===== config.mk =====
export PLATFORM = sky130hd
export DESIGN_NAME = sp_ram_arbiter_flat
export DESIGN_NICKNAME = d
export VERILOG_FILES = /design/src/rtl/sp_ram_arbiter_if.sv /design/src/rtl/sp_ram_arbiter.sv /design/src/flat_wrapper.sv
export SDC_FILE = /design/constraint.sdc
export NUM_CORES = 1
export LEC_CHECK = 0
export ABC_AREA = 1
export BUFFER_PORTS_ARGS = -buffer_cell sky130_fd_sc_hd__buf_2
export CORE_AREA = 2 2 115 117
export DETAILED_ROUTE_END_ITERATION = 6
export DIE_AREA = 0 0 117 119
export GPL_TIMING_DRIVEN = 0
export SYNTH_ARGS = -nofsm -noshare
export SYNTH_HDL_FRONTEND = slang
export SYNTH_SLANG_ARGS = --single-unit
export TNS_END_PERCENT = 10

===== constraint.sdc =====
create_clock -name clk -period 1.8 [get_ports clk]
set_input_delay 0.36 -clock clk [delete_from_list [all_inputs] [get_ports clk]]
set_output_delay 0.36 -clock clk [all_outputs]
set_load 0.02 [all_outputs]

===== src/rtl/sp_ram_arbiter_if.sv =====
// One master's req/gnt/rvalid bus toward the sp_ram arbiter.
interface sp_ram_arbiter_if #(
  parameter int unsigned DATA_WIDTH = 32
) ();
  logic                    req;
  logic                    gnt;
  logic                    rvalid;
  logic [31:0]             addr;
  logic                    we;
  logic [DATA_WIDTH/8-1:0] be;
  logic [DATA_WIDTH-1:0]   wdata;
  logic [DATA_WIDTH-1:0]   rdata;

  modport master (
    output req, addr, we, be, wdata,
    input  gnt, rvalid, rdata
  );

  modport slave (
    input  req, addr, we, be, wdata,
    output gnt, rvalid, rdata
  );
endinterface


===== src/rtl/sp_ram_arbiter.sv =====
// Round-robin two-master front end for a single sp_ram port with 1-cycle read latency.
module sp_ram_arbiter #(
  parameter  int unsigned ADDR_WIDTH = 12,
  parameter  int unsigned DATA_WIDTH = 32,
  localparam int unsigned BE_W       = DATA_WIDTH / 8
) (
  input  logic                  clk,
  input  logic                  rst_n,
  sp_ram_arbiter_if.slave       m0,
  sp_ram_arbiter_if.slave       m1,
  output logic                  ram_en_o,
  output logic [ADDR_WIDTH-1:0] ram_addr_o,
  output logic                  ram_we_o,
  output logic [BE_W-1:0]       ram_be_o,
  output logic [DATA_WIDTH-1:0] ram_wdata_o,
  input  logic [DATA_WIDTH-1:0] ram_rdata_i
);

  logic                  r_last;
  logic [1:0]            r_rsp;
  logic [DATA_WIDTH-1:0] r_rdata_hold [2];
  logic [1:0]            w_gnt;
  logic                  w_unused_addr;

  // On contention the master that was not granted last wins.
  always_comb begin
    w_gnt    = 2'b00;
    w_gnt[0] = m0.req & (~m1.req | r_last);
    w_gnt[1] = m1.req & (~m0.req | ~r_last);
  end

  assign m0.gnt = w_gnt[0];
  assign m1.gnt = w_gnt[1];

  // Idle cycles present m0's bus with en/we low; reset also blocks any RAM access.
  always_comb begin
    ram_en_o    = (|w_gnt) & rst_n;
    ram_addr_o  = m0.addr[ADDR_WIDTH-1:0];
    ram_we_o    = m0.we;
    ram_be_o    = m0.be;
    ram_wdata_o = m0.wdata;
    if (w_gnt[1]) begin
      ram_addr_o  = m1.addr[ADDR_WIDTH-1:0];
      ram_we_o    = m1.we;
      ram_be_o    = m1.be;
      ram_wdata_o = m1.wdata;
    end
    ram_we_o = ram_we_o & ram_en_o;
  end

  assign w_unused_addr = ^{m0.addr[31:ADDR_WIDTH], m1.addr[31:ADDR_WIDTH]};

  always_ff @(posedge clk or negedge rst_n) begin
    if (!rst_n) begin
      r_last          <= 1'b1;
      r_rsp           <= 2'b00;
      r_rdata_hold[0] <= '0;
      r_rdata_hold[1] <= '0;
    end else begin
      r_rsp <= w_gnt;
      if (|w_gnt) r_last <= w_gnt[1];
      if (r_rsp[0]) r_rdata_hold[0] <= ram_rdata_i;
      if (r_rsp[1]) r_rdata_hold[1] <= ram_rdata_i;
    end
  end

  assign m0.rvalid = r_rsp[0];
  assign m1.rvalid = r_rsp[1];
  assign m0.rdata  = r_rsp[0] ? ram_rdata_i : r_rdata_hold[0];
  assign m1.rdata  = r_rsp[1] ? ram_rdata_i : r_rdata_hold[1];

endmodule


===== src/flat_wrapper.sv =====
// flat-port wrapper written by rule: the top's interface ports become plain ports
module sp_ram_arbiter_flat 
#(
  parameter  int unsigned ADDR_WIDTH = 12,
  parameter  int unsigned DATA_WIDTH = 32,
  localparam int unsigned BE_W       = DATA_WIDTH / 8
)
  (clk, rst_n, ram_en_o, ram_addr_o, ram_we_o, ram_be_o, ram_wdata_o, ram_rdata_i, m0_req, m0_addr, m0_we, m0_be, m0_wdata, m0_gnt, m0_rvalid, m0_rdata, m1_req, m1_addr, m1_we, m1_be, m1_wdata, m1_gnt, m1_rvalid, m1_rdata);
  sp_ram_arbiter_if #(.DATA_WIDTH(DATA_WIDTH)) m0_i ();
  sp_ram_arbiter_if #(.DATA_WIDTH(DATA_WIDTH)) m1_i ();
  input  logic clk;
  input  logic rst_n;
  output logic ram_en_o;
  output logic [ADDR_WIDTH-1:0] ram_addr_o;
  output logic ram_we_o;
  output logic [BE_W-1:0] ram_be_o;
  output logic [DATA_WIDTH-1:0] ram_wdata_o;
  input  logic [DATA_WIDTH-1:0] ram_rdata_i;
  input wire logic [$bits(m0_i.req)-1:0] m0_req;
  input wire logic [$bits(m0_i.addr)-1:0] m0_addr;
  input wire logic [$bits(m0_i.we)-1:0] m0_we;
  input wire logic [$bits(m0_i.be)-1:0] m0_be;
  input wire logic [$bits(m0_i.wdata)-1:0] m0_wdata;
  output wire logic [$bits(m0_i.gnt)-1:0] m0_gnt;
  output wire logic [$bits(m0_i.rvalid)-1:0] m0_rvalid;
  output wire logic [$bits(m0_i.rdata)-1:0] m0_rdata;
  input wire logic [$bits(m1_i.req)-1:0] m1_req;
  input wire logic [$bits(m1_i.addr)-1:0] m1_addr;
  input wire logic [$bits(m1_i.we)-1:0] m1_we;
  input wire logic [$bits(m1_i.be)-1:0] m1_be;
  input wire logic [$bits(m1_i.wdata)-1:0] m1_wdata;
  output wire logic [$bits(m1_i.gnt)-1:0] m1_gnt;
  output wire logic [$bits(m1_i.rvalid)-1:0] m1_rvalid;
  output wire logic [$bits(m1_i.rdata)-1:0] m1_rdata;
  assign m0_i.req = m0_req;
  assign m0_i.addr = m0_addr;
  assign m0_i.we = m0_we;
  assign m0_i.be = m0_be;
  assign m0_i.wdata = m0_wdata;
  assign m0_gnt = m0_i.gnt;
  assign m0_rvalid = m0_i.rvalid;
  assign m0_rdata = m0_i.rdata;
  assign m1_i.req = m1_req;
  assign m1_i.addr = m1_addr;
  assign m1_i.we = m1_we;
  assign m1_i.be = m1_be;
  assign m1_i.wdata = m1_wdata;
  assign m1_gnt = m1_i.gnt;
  assign m1_rvalid = m1_i.rvalid;
  assign m1_rdata = m1_i.rdata;
  sp_ram_arbiter #(.ADDR_WIDTH(ADDR_WIDTH), .DATA_WIDTH(DATA_WIDTH)) u_core (.clk(clk), .rst_n(rst_n), .m0(m0_i), .m1(m1_i), .ram_en_o(ram_en_o), .ram_addr_o(ram_addr_o), .ram_we_o(ram_we_o), .ram_be_o(ram_be_o), .ram_wdata_o(ram_wdata_o), .ram_rdata_i(ram_rdata_i));
endmodule

# Word level (Yosys, flattened, before mapping)
# Index checks and enable logic that the tools add are counted.
# classes
muxes	6
n_bitwise	9
reduce_logical	1
# ops
operator	n
2-to-1 mux 32 bit	3
2-to-1 mux 12 bit	1
bitwise AND 1 bit	4
2-to-1 mux 4 bit	1
inverter 1 bit	3
OR 1 bit	2
OR reduction 2 bit	1
2-to-1 mux 1 bit	1
# word_totals
reg_bits	67
output_inout_bits	118

# Depth between registers and ports, before layout
# Gate-level depths: netlist of the first run.
# depth
ltp_word	6
ltp_mapped	7
depth_no_buf	5

# Worst setup path before layout of the first run
# No wires, ideal clock.
# synth_timing
kind	register to output
from	register u_core.r_rsp[0]
to	output m0_rdata[20]
path_slack_ns	0.104
path_stages_with_launch	4
path_buffers	2
required_ns	1.440
arrival_time_ns	1.336
cell_sequence	dfrtp_1 -> buf_2 -> clkbuf_1 -> o21ai_0
# synth_via
elab_chain_len	1
# synth_rtl
element	line_no	rtl
from (decl)	sp_ram_arbiter.sv:20	logic [1:0] r_rsp;
from (signal assigned)	sp_ram_arbiter.sv:60	r_rsp <= w_gnt;
2-to-1 mux 32 bit	sp_ram_arbiter.sv:69	assign m0.rdata = r_rsp[0] ? ram_rdata_i : r_rdata_hold[0];
to (decl)	flat_wrapper.sv:26	output wire logic [$bits(m0_i.rdata)-1:0] m0_rdata;
# No other way between the ends.

# Worst setup path in the final report of the first run
# layout_timing
from	register u_core.r_last
to	output ram_wdata_o[17]
# layout_via
elab_chain_len	4
# layout_rtl
element	line_no	rtl
from (decl)	sp_ram_arbiter.sv:19	logic r_last;
from (signal assigned)	sp_ram_arbiter.sv:61	if (|w_gnt) r_last <= w_gnt[1];
inverter 1 bit	sp_ram_arbiter.sv:29	w_gnt[1] = m1.req & (~m0.req | ~r_last);
OR 1 bit	sp_ram_arbiter.sv:29	
bitwise AND 1 bit	sp_ram_arbiter.sv:29	
2-to-1 mux 32 bit	sp_ram_arbiter.sv:42	if (w_gnt[1]) begin
to (decl)	flat_wrapper.sv:17	output logic [DATA_WIDTH-1:0] ram_wdata_o;
# No other way between the ends.

==> results by stage, run 1 <==
Yosys:
- The count of synthesis-stage warnings from yosys is 0.
- The average instance area after synthesis is roughly 7.3 sq um.
- By area the synthesized netlist is led by dfrtp_1 52%, nand2_1 25%, o21ai_0 10%, inv_1 7.9%, buf_2 2.3%.
- The gate count of the mapped netlist is between 400 and 500.
- The number of different library cells in the post-synthesis netlist is 12.
- The synthesized design devotes to its leading area cell type between 50 and 60% of total area.
- The number of nets in the synthesized netlist is ~600.
- Sequential elements use roughly 52% of the synthesized area.
- The mapped netlist covers roughly 3200 sq um.
- The flop and latch count out of synthesis is 67.
- The biggest area contributor in the post-synthesis netlist is dfrtp_1.

Timing:
- Setup repair after global routing could not meet its margin everywhere.
- Between clock sinks in the finished design, the worst skew comes to 0.00631 ns.
- The final setup violation count is 50.
- The minimum clock period is just under 2 ns.
- The max-slew violation count was 0.
- The number of failing hold endpoints at the final stage is 0.
- The share of the clock period used by the worst path is 108%.
- The headroom to the max-slew limit is a little under three fifths.
- The timing-limited maximum frequency is approximately 0.51 GHz.
- The transition time of the tightest slew-check pin is roughly 0.64 ns.
- The worst path setup slack after routing is -0.151 ns.
- The total negative slack for setup checks is -5.17 ns.
- Hold timing on the final database bottoms out at a slack of about 0.04 ns.

Final layout:
- The final layout contains between 800 and 900 nets.
- The final core utilization is 44.2%.
- Leaving out fill and tap cells, the most frequent cells in the layout are 190 x nand2_1, 180 x buf_2, 67 x inv_1, 66 x dfrtp_1, 57 x buf_4.
- 0 antenna diodes ended up in the layout.
- Compared with the post-synthesis result, the final layout area differs by 77.5%.
- Summing all non-filler instances in the final layout gives an area of between 5000 and 6000 sq um.
- The finished layout holds ~890 standard cells, fillers aside.
- The layout has 1363 filler cells.
- The share of cells above drive strength 1 is approximately 51%.
- The most common cell after layout, fill and taps aside is nand2_1.
- The multi-input combinational cell area is around 1400 sq um.
- The sequential cell area is 1680 sq um.

Clock tree:
- The clock input transition at the sequential cells of the worst setup and hold paths is about 0.050 ns.
- CTS placed an instance of clkbuf_16 at the clock tree root.
- Clock latency on the worst-skew pair, taken at its later pin, is around 0.33 ns.
- CTS saw 67 sinks.
- The H-tree level count is 3.
- The clock tree from TritonCTS is built.
- The TritonCTS buffer count is 9.
- The count of hold-fix buffers inserted at cts is 0.
- The maximum buffer depth of the clock tree is 2.

Critical path:
- At the worst endpoint, the required time is about 1.4 ns.
- The startpoint of the worst-slack reg-to-reg timing path is u_core.r_last$_DFFE_PN1P_.
- The worst setup path is of the reg2out kind.
- The reg-to-reg critical path endpoint is u_core.r_last$_DFFE_PN1P_.
- The sort of element at the start of the critical path is a flop.
- The worst register-to-register path has a depth of 4.
- Of all nets on the critical path, the largest fanout is 7.
- The worst setup path is captured at an output pin.
- Data arrives at the worst endpoint at between 1.5 and 2 ns.
- The cell with the largest stage delay on the worst path is dfstp_2.
- On the worst path, the slowest cell contributes a delay of 0.53 ns.
- The worst register-to-register path has a setup slack of roughly 0.72 ns.
- The critical path goes through nand2_2 -> nand2_4 -> inv_4 -> buf_6 -> buf_6 -> nand2_2 -> nand2_2 -> buf_6.

Detailed routing:
- The mean routed wirelength per cell is 13.4 microns.
- The number of iterations in the first detailed-routing pass is 4.
- The total via count in the routed design is 3655.
- The number of design-rule violations left by the first detailed-router iteration is ~140.
- The detailed-route DRC error count is 0.
- After detailed routing, the number of vias per cell comes to between 4 and 5.
- The detail route stage leaves a number of antenna-violating nets equal to 0.
- Wires add up to around 12000 microns.

Die:
- The initial cell density of the core is between 20% and 30%.
- The initialized floorplan defines 42 standard-cell rows.
- The die is ~120 microns tall.
- In this run the count of I/O pins placed on the die edge is between 200 and 300.
- The area of the core region is around 13000 sq um.
- The overall die area is 13900 sq um.
- The x dimension of the die is about 120 microns.

GRT:
- Summed over all layers, the global routing overflow is 0.
- The number of global-route vias before repair was approximately 3.3k.
- The number of antenna violations at the first check in global routing came to 0.
- Global routing consumed, over all layers together, 16.6% of the routing resources.
- Entering global routing, the biggest net connects ~70 pins.
- The first-pass GRT wire length is around 18000 microns.

Placed design:
- Once placement finished, the instance area stood at roughly 4700 sq um.
- Once detailed placement completed, the half-perimeter wirelength came to 9320 microns.
- During placement, the flow inserted port buffers numbering roughly 250.
- The post-placement setup slack is -0.230 ns.
- The final weighted congestion in routability-driven placement is 0.819.
- Once placement completed, the tool counted placed cells totaling 868.

Power:
- The peak supply drop is 0.457 mV.
- The design draws about 5.6 mW.
- The static leakage is roughly 3.3 nW.
- The power density over cell area is around 990 nW/um^2.

Worst hold path:
- The classification of the worst-slack hold path is in2async.

Status:
- The flow ran to the end, but the final reports show violations.
- The final reports fail on negative setup slack.

Run:
- The number of max-cap violations is 0.
[cell type report]
type	count	share of cell area (%)
inverter	68	4.53
clock buffer	10	4.20
multi-input combinational	282	24.0
timing repair buffer	254	27.2
sequential	67	29.5
tap	176	3.87
clock inverter	6	1.96
buffer	24	4.66
[routing by layer]
layer  up-vias  routed length, microns  global-route usage (%)
li1       1863                       -                       -
met1      1638                    4700                    19.3
met2       144                    6170                    29.5
met3        10                     801                    4.48
met4         0                     216                    5.00
met5         -                       0                       0
[Yosys cell counts]
library cell / instances
a21boi_0: 1
dfrtp_1: 66
nor2_1: 4
nand2_2: 1
o21ai_0: 65
clkbuf_1: 7
inv_2: 1
buf_6: 2
inv_1: 67
buf_2: 15
nand2_1: 211
dfstp_2: 1
[registers in the layout (all words and copies together), names as in the netlist]
register and flops:
u_core.r_last 1, u_core.r_rsp 2, u_core.r_rdata_hold 64
[what timing repair did]
action	in CTS	in global routing
pin swaps	4	6
setup buffers	0	1
setup endpoints to repair	115	110
gates resized for setup	179	93
cloned	2	0
[how the worst max path moves through the flow]
stage	start	endpoint	depth (start not counted)
5_1_grt	u_core.r_last$_DFFE_PN1P_	ram_wdata_o[9]	6
3_3_place_gp	rst_n	ram_we_o	6
6_report	u_core.r_last$_DFFE_PN1P_	ram_wdata_o[17]	8
3_5_place_dp	rst_n	ram_we_o	6
2_1_floorplan	u_core.r_rsp[0]$_DFF_PN0_	m0_rdata[20]	3
4_1_cts	u_core.r_last$_DFFE_PN1P_	ram_wdata_o[15]	8
[power breakdown]
part	switching, mW	total [mW]	leakage (nW)	internal [mW]
sequential	0.0519	1.76	0.818	1.71
clock	0.646	2.04	0.169	1.39
combinational	1.09	1.83	2.27	0.738
[logic make-up (layout without fill, tap and decap cells)]
| kind of cell | Yosys count | after routing | synth area share (%) |
|---|---|---|---|
| buffers and inverters | 92 | 362 | 11.8 |
| AO/OA/AOI/OAI | 66 | 66 | 10.4 |
| AND/OR/NAND/NOR | 216 | 216 | 25.4 |
| flip-flops | 67 | 67 | 52.4 |
[critical path, delay by kind of cell (launching register included)]
family	cells	cell delay (ns)
buffers and inverters	4	0.45
and+or+nand+nor	4	0.28
DFF	1	0.53
Note: power is estimated with default switching activity, not from simulation.
==> run 2, diff against run 1 <==
--- a/config.mk
+++ b/config.mk
@@ -14,4 +14,3 @@
 export SYNTH_ARGS = -nofsm -noshare
 export SYNTH_HDL_FRONTEND = slang
 export SYNTH_SLANG_ARGS = --single-unit
-export TNS_END_PERCENT = 10
==> results by stage, run 2 (synthesis results as in run 1) <==
Critical path:
- The worst path arrival time is 1.60 ns (about the same).
- The largest fanout of any net on the critical path is 8 (+1).
- The maximum cell stage delay along the critical path is 0.55 ns (+0.02 ns).
- The element type at the critical path end is an output pin.
- Among all stages on the critical path, the largest delay is contributed by dfstp_2.
- On the critical path the largest part of the delay comes from flip-flops.
- The count of buffer and inverter cells on the critical path came to 4 (unchanged).
- In this design, the critical path's most frequently occurring cell is buf_6.
- The category of the critical setup timing path is reg2out.
- The signal on the critical path passes through nand2_4 -> nand2_8 -> inv_8 -> buf_6 -> buf_6 -> nand2_2 -> nand2_2 -> buf_6.
- The worst setup path is launched from a flop.
- The required time of the critical path is 1.44 ns (about the same).

Final layout:
- The largest registers in the layout are u_core.r_rdata_hold (64), u_core.r_rsp (2), u_core.r_last (1).
- The final core utilization was 52.1% (+7.9 points).
- The share of cells above drive strength 1 was 59.2% (+8.6 points).
- The net total in the final layout was 887 (+0.80%).
- The area growth from synthesis to layout is 109%.
- Ranked by flip-flop count, first place goes to u_core.r_rdata_hold.
- The flip-flop count of the largest register after layout is 64 (unchanged).
- Leaving out fill and tap cells, the most frequent cell in the layout is buf_2.
- The final antenna diode count is 0 (unchanged).
- The library cells used most frequently in the layout, excluding fill and tap cells, are 170 x buf_2, 154 x nand2_1, 86 x buf_6, 67 x inv_1, 64 x dfrtp_1.

Power:
- The peak supply drop is 0.462 mV (+1.0%).
- The power density over cell area came to 922 nW/um^2 (-6.8%).
- The overall power of the completed layout is 6.18 mW (+9.8%).
- The static leakage is 3.52 nW (+8.2%).

Clock tree:
- The H-tree level count is 3 (unchanged).
- The maximum buffer depth of the clock tree is 2 (unchanged).
- The count of hold-fix buffers inserted at cts is 0 (unchanged).
- The clock input transition at the sequential cells of the worst setup and hold paths is 0.05 ns (about the same).
- TritonCTS built the clock tree.
- The clock sink count is 67 (unchanged).
- The insertion delay to the later sink of the worst-skew pair is 0.33 ns (about the same).
- The root buffer cell chosen for the clock tree is clkbuf_16.
- The TritonCTS buffer count is 9 (unchanged).

GRT:
- The global-route total usage across every layer is 17.1% (+0.46 points).
- The aggregate global routing overflow is 0 (unchanged).
- The largest net degree at the start of global routing came to 69 (unchanged).
- The number of global-route vias before repair is 3449 (+3.8%).
- The number of antenna violations at the first check in global routing is 0 (unchanged).
- The first-pass GRT wire length is 18200 microns (+2.7%).

Die:
- The area of the core region is 12900 sq um (unchanged).
- The die boundary height is 119 microns (unchanged).
- The initial cell density of the core is 24.9% (unchanged).
- The total number of placement rows was 42 (unchanged).
- The overall die area is 13900 sq um (unchanged).
- The number of primary I/O pins was 292 (unchanged).
- The x dimension of the die came to 117 microns (unchanged).

Detailed routing:
- The number of vias per cell after detailed routing is 4.25 (+3.1%).
- The total routed wirelength was 13300 microns (+11%).
- The total via count in the routed design is 3798 (+3.9%).
- The number of design-rule violations left by the first detailed-router iteration came to 180 (+33%).
- The mean routed wirelength per cell is 14.8 microns (+11%).
- The number of iterations in the first detailed-routing pass is 4 (unchanged).
- The detailed-route DRC error count is 0 (unchanged).
- The remaining antenna violation count is 0 (unchanged).

Timing:
- The minimum clock period is 1.96 ns (+0.00531 ns).
- The max-slew violation count is 0 (unchanged).
- The worst path setup slack after routing is -0.156 ns (-0.00531 ns).
- The share of the clock period used by the worst path came to 109% (+0.29 points).
- The number of failing hold endpoints at the final stage is 0 (unchanged).
- The timing-limited maximum frequency is 0.511 GHz (-0.27%).
- The worst setup skew after layout was 0.00474 ns (-0.00157 ns).
- The transition time of the tightest slew-check pin is 0.633 ns (-0.00289 ns).
- The headroom to the max-slew limit was 57.8% (+0.19 points).
- Setup repair after global routing could not meet its margin everywhere.
- The final setup violation count is 50 (unchanged).

Placed design:
- The count of input and output buffers is 251 (unchanged).
- The final HPWL from detailed placement is 9320 microns (unchanged).
- The final weighted congestion in routability-driven placement came to 0.819 (unchanged).
- The post-placement setup slack is -0.230 ns (unchanged).

Status:
- The final reports fail on negative setup slack.
- The run finished, with violations left.

Worst hold path:
- The classification of the worst-slack hold path is in2async.

Run:
- The number of max-cap violations is 0 (unchanged).
==> run 2: cell count changes in the layout (fill, tap and decap cells not counted), sizes merged <==
cell  previous run  this run
buf            273       280
==> run 2: final cells by class <==
type | count | area [sq um]
clock inverters | 6 | 111
flip-flops and latches | 67 | 1680
well taps | 176 | 220
repair buffers | 261 | 1900
inverters | 68 | 263
clock buffers | 10 | 239
plain buffers | 24 | 325
multi-input cells | 282 | 1960
fillers | 1208 | 6170
==> run 2: worst paths after layout <==
path / startpoint / endpoint / slack, ns / cells after the start
worst max-delay path: u_core.r_last$_DFFE_PN1P_ / ram_wdata_o[19] / -0.16 / 8
worst min-delay path: rst_n / u_core.r_rdata_hold[57]$_DFF_PN0_ / 0.04 / 1
worst max register to register: u_core.r_rsp[1]$_DFF_PN0_ / u_core.r_rdata_hold[3]$_DFF_PN0_ / 0.62 / 5
worst min register to register: u_core.r_rdata_hold[31]$_DFF_PN0_ / u_core.r_rdata_hold[31]$_DFF_PN0_ / 0.51 / 2
max in group asynchronous: rst_n / u_core.r_rsp[1]$_DFF_PN0_ / 1.30 / 1
min in group clk: m0_req / u_core.r_last$_DFFE_PN1P_ / 0.27 / 2
==> run 2: per-layer routing <==
| metal | track usage, % | wire length, microns |
|---|---|---|
| met1 | 19.3 | 5010 |
| met2 | 31.0 | 7220 |
| met3 | 4.58 | 806 |
| met4 | 5.00 | 219 |
| met5 | 0 | 0 |
==> run 2: power by group <==
group          leakage (nW)  internal [mW]  switching (mW)
Sequential            0.815           1.71          0.0595
Combinational          2.54           1.04            1.33
Clock                 0.169           1.39           0.655
Total                  3.52           4.14            2.04
==> run 2: timing repair <==
| action | CTS | global route |
|---|---|---|
| setup buffers | 1 | 3 |
| resized for setup | 238 | 247 |
| endpoints found under the setup margin | 115 | 101 |
| cloned | 3 | 4 |
| pin swaps | 9 | 40 |
==> run 2: worst reg2reg max path, delay by kind of cell (launching register included) <==
kind                   cells  cell delay [ns]
buffers and inverters      3             0.44
DFF                        1             0.44
and+or+nand+nor            1             0.12
AOI/OAI and AO/OA          1             0.08
==> run 2: through the flow <==
step	cell area, sq um	hold slack, ns	instances	TNS [ns]
after floorplan	3200	0.0644	441	0
after global placement	4680	0.477	868	-1.48
after detailed placement	4680	0.492	868	-0.590
after CTS	5650	0.0585	888	-7.02
after global routing	6700	0.0807	894	-9.39
final	6700	0.0381	894	-5.26
==> run 3, diff against run 2 <==
--- a/config.mk
+++ b/config.mk
@@ -11,6 +11,8 @@
 export DETAILED_ROUTE_END_ITERATION = 6
 export DIE_AREA = 0 0 117 119
 export GPL_TIMING_DRIVEN = 0
+export PLACE_DENSITY = 0.69
 export SYNTH_ARGS = -nofsm -noshare
 export SYNTH_HDL_FRONTEND = slang
 export SYNTH_SLANG_ARGS = --single-unit
+export TNS_END_PERCENT = 10
==> results by stage, run 3 (synthesis results as in run 1) <==
Critical path:
- The largest fanout of any net on the critical path is 7 (-1).
- The worst path arrival time is 1.59 ns (about the same).
- The required time of the critical path was 1.44 ns (about the same).
- The worst setup path is of the reg2out kind.
- The worst setup path is captured at an output pin.
- The sort of element at the start of the critical path is a flop.
- The worst register-to-register path ends at u_core.r_rsp[1]$_DFF_PN0_.
- Tracing the worst setup path back leads to its startpoint at u_core.r_last$_DFFE_PN1P_.
- The startpoint identified for the worst register-to-register timing path is u_core.r_last$_DFFE_PN1P_.
- The worst setup slack for register-to-register paths came to 0.74 ns (+0.12 ns).
- The depth of the most critical reg-to-reg path was 4 (-1).

Final layout:
- The net total in the final layout was 881 (-0.68%).
- The flip-flop count of the largest register after layout is 64 (unchanged).
- In the layout the commonest cells are 197 x nand2_1, 170 x buf_2, 67 x inv_1, 66 x dfrtp_1, 54 x buf_4.
- The register with the most flip-flops is u_core.r_rdata_hold.
- The multi-input combinational cell area is 1430 sq um (-27%).
- In the final layout, the registers with the most flip-flops are u_core.r_rdata_hold (64), u_core.r_rsp (2), u_core.r_last (1).
- The final design instance area without fill is 5780 sq um (-14%).
- The sequential cell area is 1680 sq um (-0.15%).
- The share of cells above drive strength 1 is 51.0% (-8.2 points).
- The fill cell total of the finished layout was 1262 (+4.5%).
- The filler-free cell count of the finished design was 889 (-0.56%).
- The layout-stage area growth over the synthesis result is 80.5%.
- Leaving out fill and tap cells, the most frequent cell in the layout is nand2_1.

Clock tree:
- The clock sink count was 67 (unchanged).
- The count of hold-fix buffers inserted at cts is 0 (unchanged).
- The TritonCTS buffer count is 9 (unchanged).
- The insertion delay to the later sink of the worst-skew pair is 0.33 ns (about the same).
- The H-tree level count is 3 (unchanged).
- The clock input transition at the sequential cells of the worst setup and hold paths is 0.05 ns (about the same).
- The clock tree from TritonCTS is built.
- The maximum buffer depth of the clock tree came to 2 (unchanged).
- The cell sitting at the root of the clock tree is a clkbuf_16.

Timing:
- The timing-limited maximum frequency is 0.513 GHz (+0.34%).
- The final setup violation count was 49 (-2.0%).
- The number of failing hold endpoints at the final stage came to 0 (unchanged).
- The max-slew violation count came to 0 (unchanged).
- The worst path setup slack after routing is -0.149 ns (+0.00658 ns).
- The headroom to the max-slew limit is 63.5% (+5.8 points).
- The transition time of the tightest slew-check pin is 0.547 ns (-0.0864 ns).
- Setup repair after global routing could not meet its margin everywhere.
- The minimum clock period is 1.95 ns (-0.00658 ns).
- The worst setup skew after layout came to 0.00971 ns (+0.00497 ns).
- The share of the clock period used by the worst path is 108% (-0.37 points).

Die:
- The area of the core region is 12900 sq um (unchanged).
- The x dimension of the die is 117 microns (unchanged).
- The total number of placement rows is 42 (unchanged).
- The die boundary height was 119 microns (unchanged).
- The overall die area is 13900 sq um (unchanged).
- The number of primary I/O pins was 292 (unchanged).
- The initial cell density of the core is 24.9% (unchanged).

Power:
- The peak supply drop is 0.473 mV (+2.5%).
- The static leakage came to 3.27 nW (-7.1%).
- The power density over cell area was 917 nW/um^2 (-0.59%).

Placed design:
- The count of input and output buffers is 251 (unchanged).
- The count of placed standard cells including taps is 868 (unchanged).
- The final HPWL from detailed placement was 9090 microns (-2.5%).
- The post-placement setup slack came to -0.240 ns (-0.0101 ns).
- The post-detailed-placement cell area is 4680 sq um (unchanged).
- The final weighted congestion in routability-driven placement was 0.851 (+4.0%).

GRT:
- The number of global-route vias before repair is 3516 (+1.9%).
- The number of antenna violations at the first check in global routing was 1 (+1).
- The first-pass GRT wire length is 17700 microns (-2.6%).
- The largest net degree at the start of global routing is 69 (unchanged).
- The aggregate global routing overflow is 0 (unchanged).
- The global-route total usage across every layer is 16.8% (-0.34 points).

Detailed routing:
- The mean routed wirelength per cell is 13.6 microns (-8.2%).
- The number of vias per cell after detailed routing was 4.18 (-1.6%).
- The detailed-route DRC error count was 0 (unchanged).
- The total routed wirelength is 12100 microns (-8.7%).
- The number of iterations in the first detailed-routing pass is 4 (unchanged).
- The number of design-rule violations left by the first detailed-router iteration was 178 (-1.1%).
- The total via count in the routed design came to 3716 (-2.2%).
- The remaining antenna violation count came to 0 (unchanged).

Status:
- The run finished, with violations left.
- The final reports fail on negative setup slack.

Run:
- The number of max-cap violations came to 0 (unchanged).

Worst hold path:
- The classification of the worst-slack hold path is in2async.
-- run 3: power by group --
group	switching (mW)	internal [mW]
sequential	0.0535	1.71
combinational	1.14	0.803
clock	0.598	1.00
total	1.79	3.51
-- run 3: metal layers --
metal	up-vias	wire [microns]	track usage [%]
met1	1653	4720	18.5
met5	-	0	0
li1	1865	-	-
met3	23	828	4.48
met4	0	373	7.79
met2	175	6180	29.6
-- run 3: timing repair --
item	4_1_cts	5_1_grt
resized for setup	215	97
gates cloned	2	0
pin swaps	4	6
buffers inserted	2	0
endpoints found under the setup margin	115	115
-- run 3: cell type report --
type	count	area share, %
Sequential cell	67	29.0
Antenna cell	1	0.0433
Multi-Input combinational cell	282	24.7
Tap cell	176	3.81
Clock inverter	2	0.173
Buffer	24	4.91
Timing Repair Buffer	255	28.3
Clock buffer	14	4.57
Inverter	68	4.46
-- run 3: critical path, cell delays in order, from the launching register on --
cell	delay, ns
dfstp_2	0.54
nand2_2	0.06
nand2_4	0.10
inv_4	0.06
buf_6	0.13
buf_6	0.12
nand2_1	0.05
nand2_1	0.06
buf_6	0.13
-- run 3: through the flow --
| step | hold slack [ns] | power, mW | util, % | TNS (ns) |
|---|---|---|---|---|
| after floorplan | 0.0644 | 2.60 | - | 0 |
| after global placement | 0.478 | 3.23 | 36.3 | -1.61 |
| after detailed placement | 0.493 | 3.25 | 36.4 | -0.679 |
| after CTS | 0.0525 | 5.20 | 42.5 | -7.82 |
| after global routing | 0.0694 | 5.60 | 44.9 | -10.86 |
| final | 0.0331 | 5.30 | 44.9 | -5.02 |
-- run 3: worst max path at each step --
stage,end,slack (ns),cells past startpoint
final,ram_wdata_o[21],-0.15,8
after global routing,ram_wdata_o[12],-0.23,8
after CTS,ram_wdata_o[14],-0.19,8
after detailed placement,ram_we_o,-0.24,6
after global placement,ram_we_o,-0.71,6
after floorplan,m0_rdata[20],0.10,3
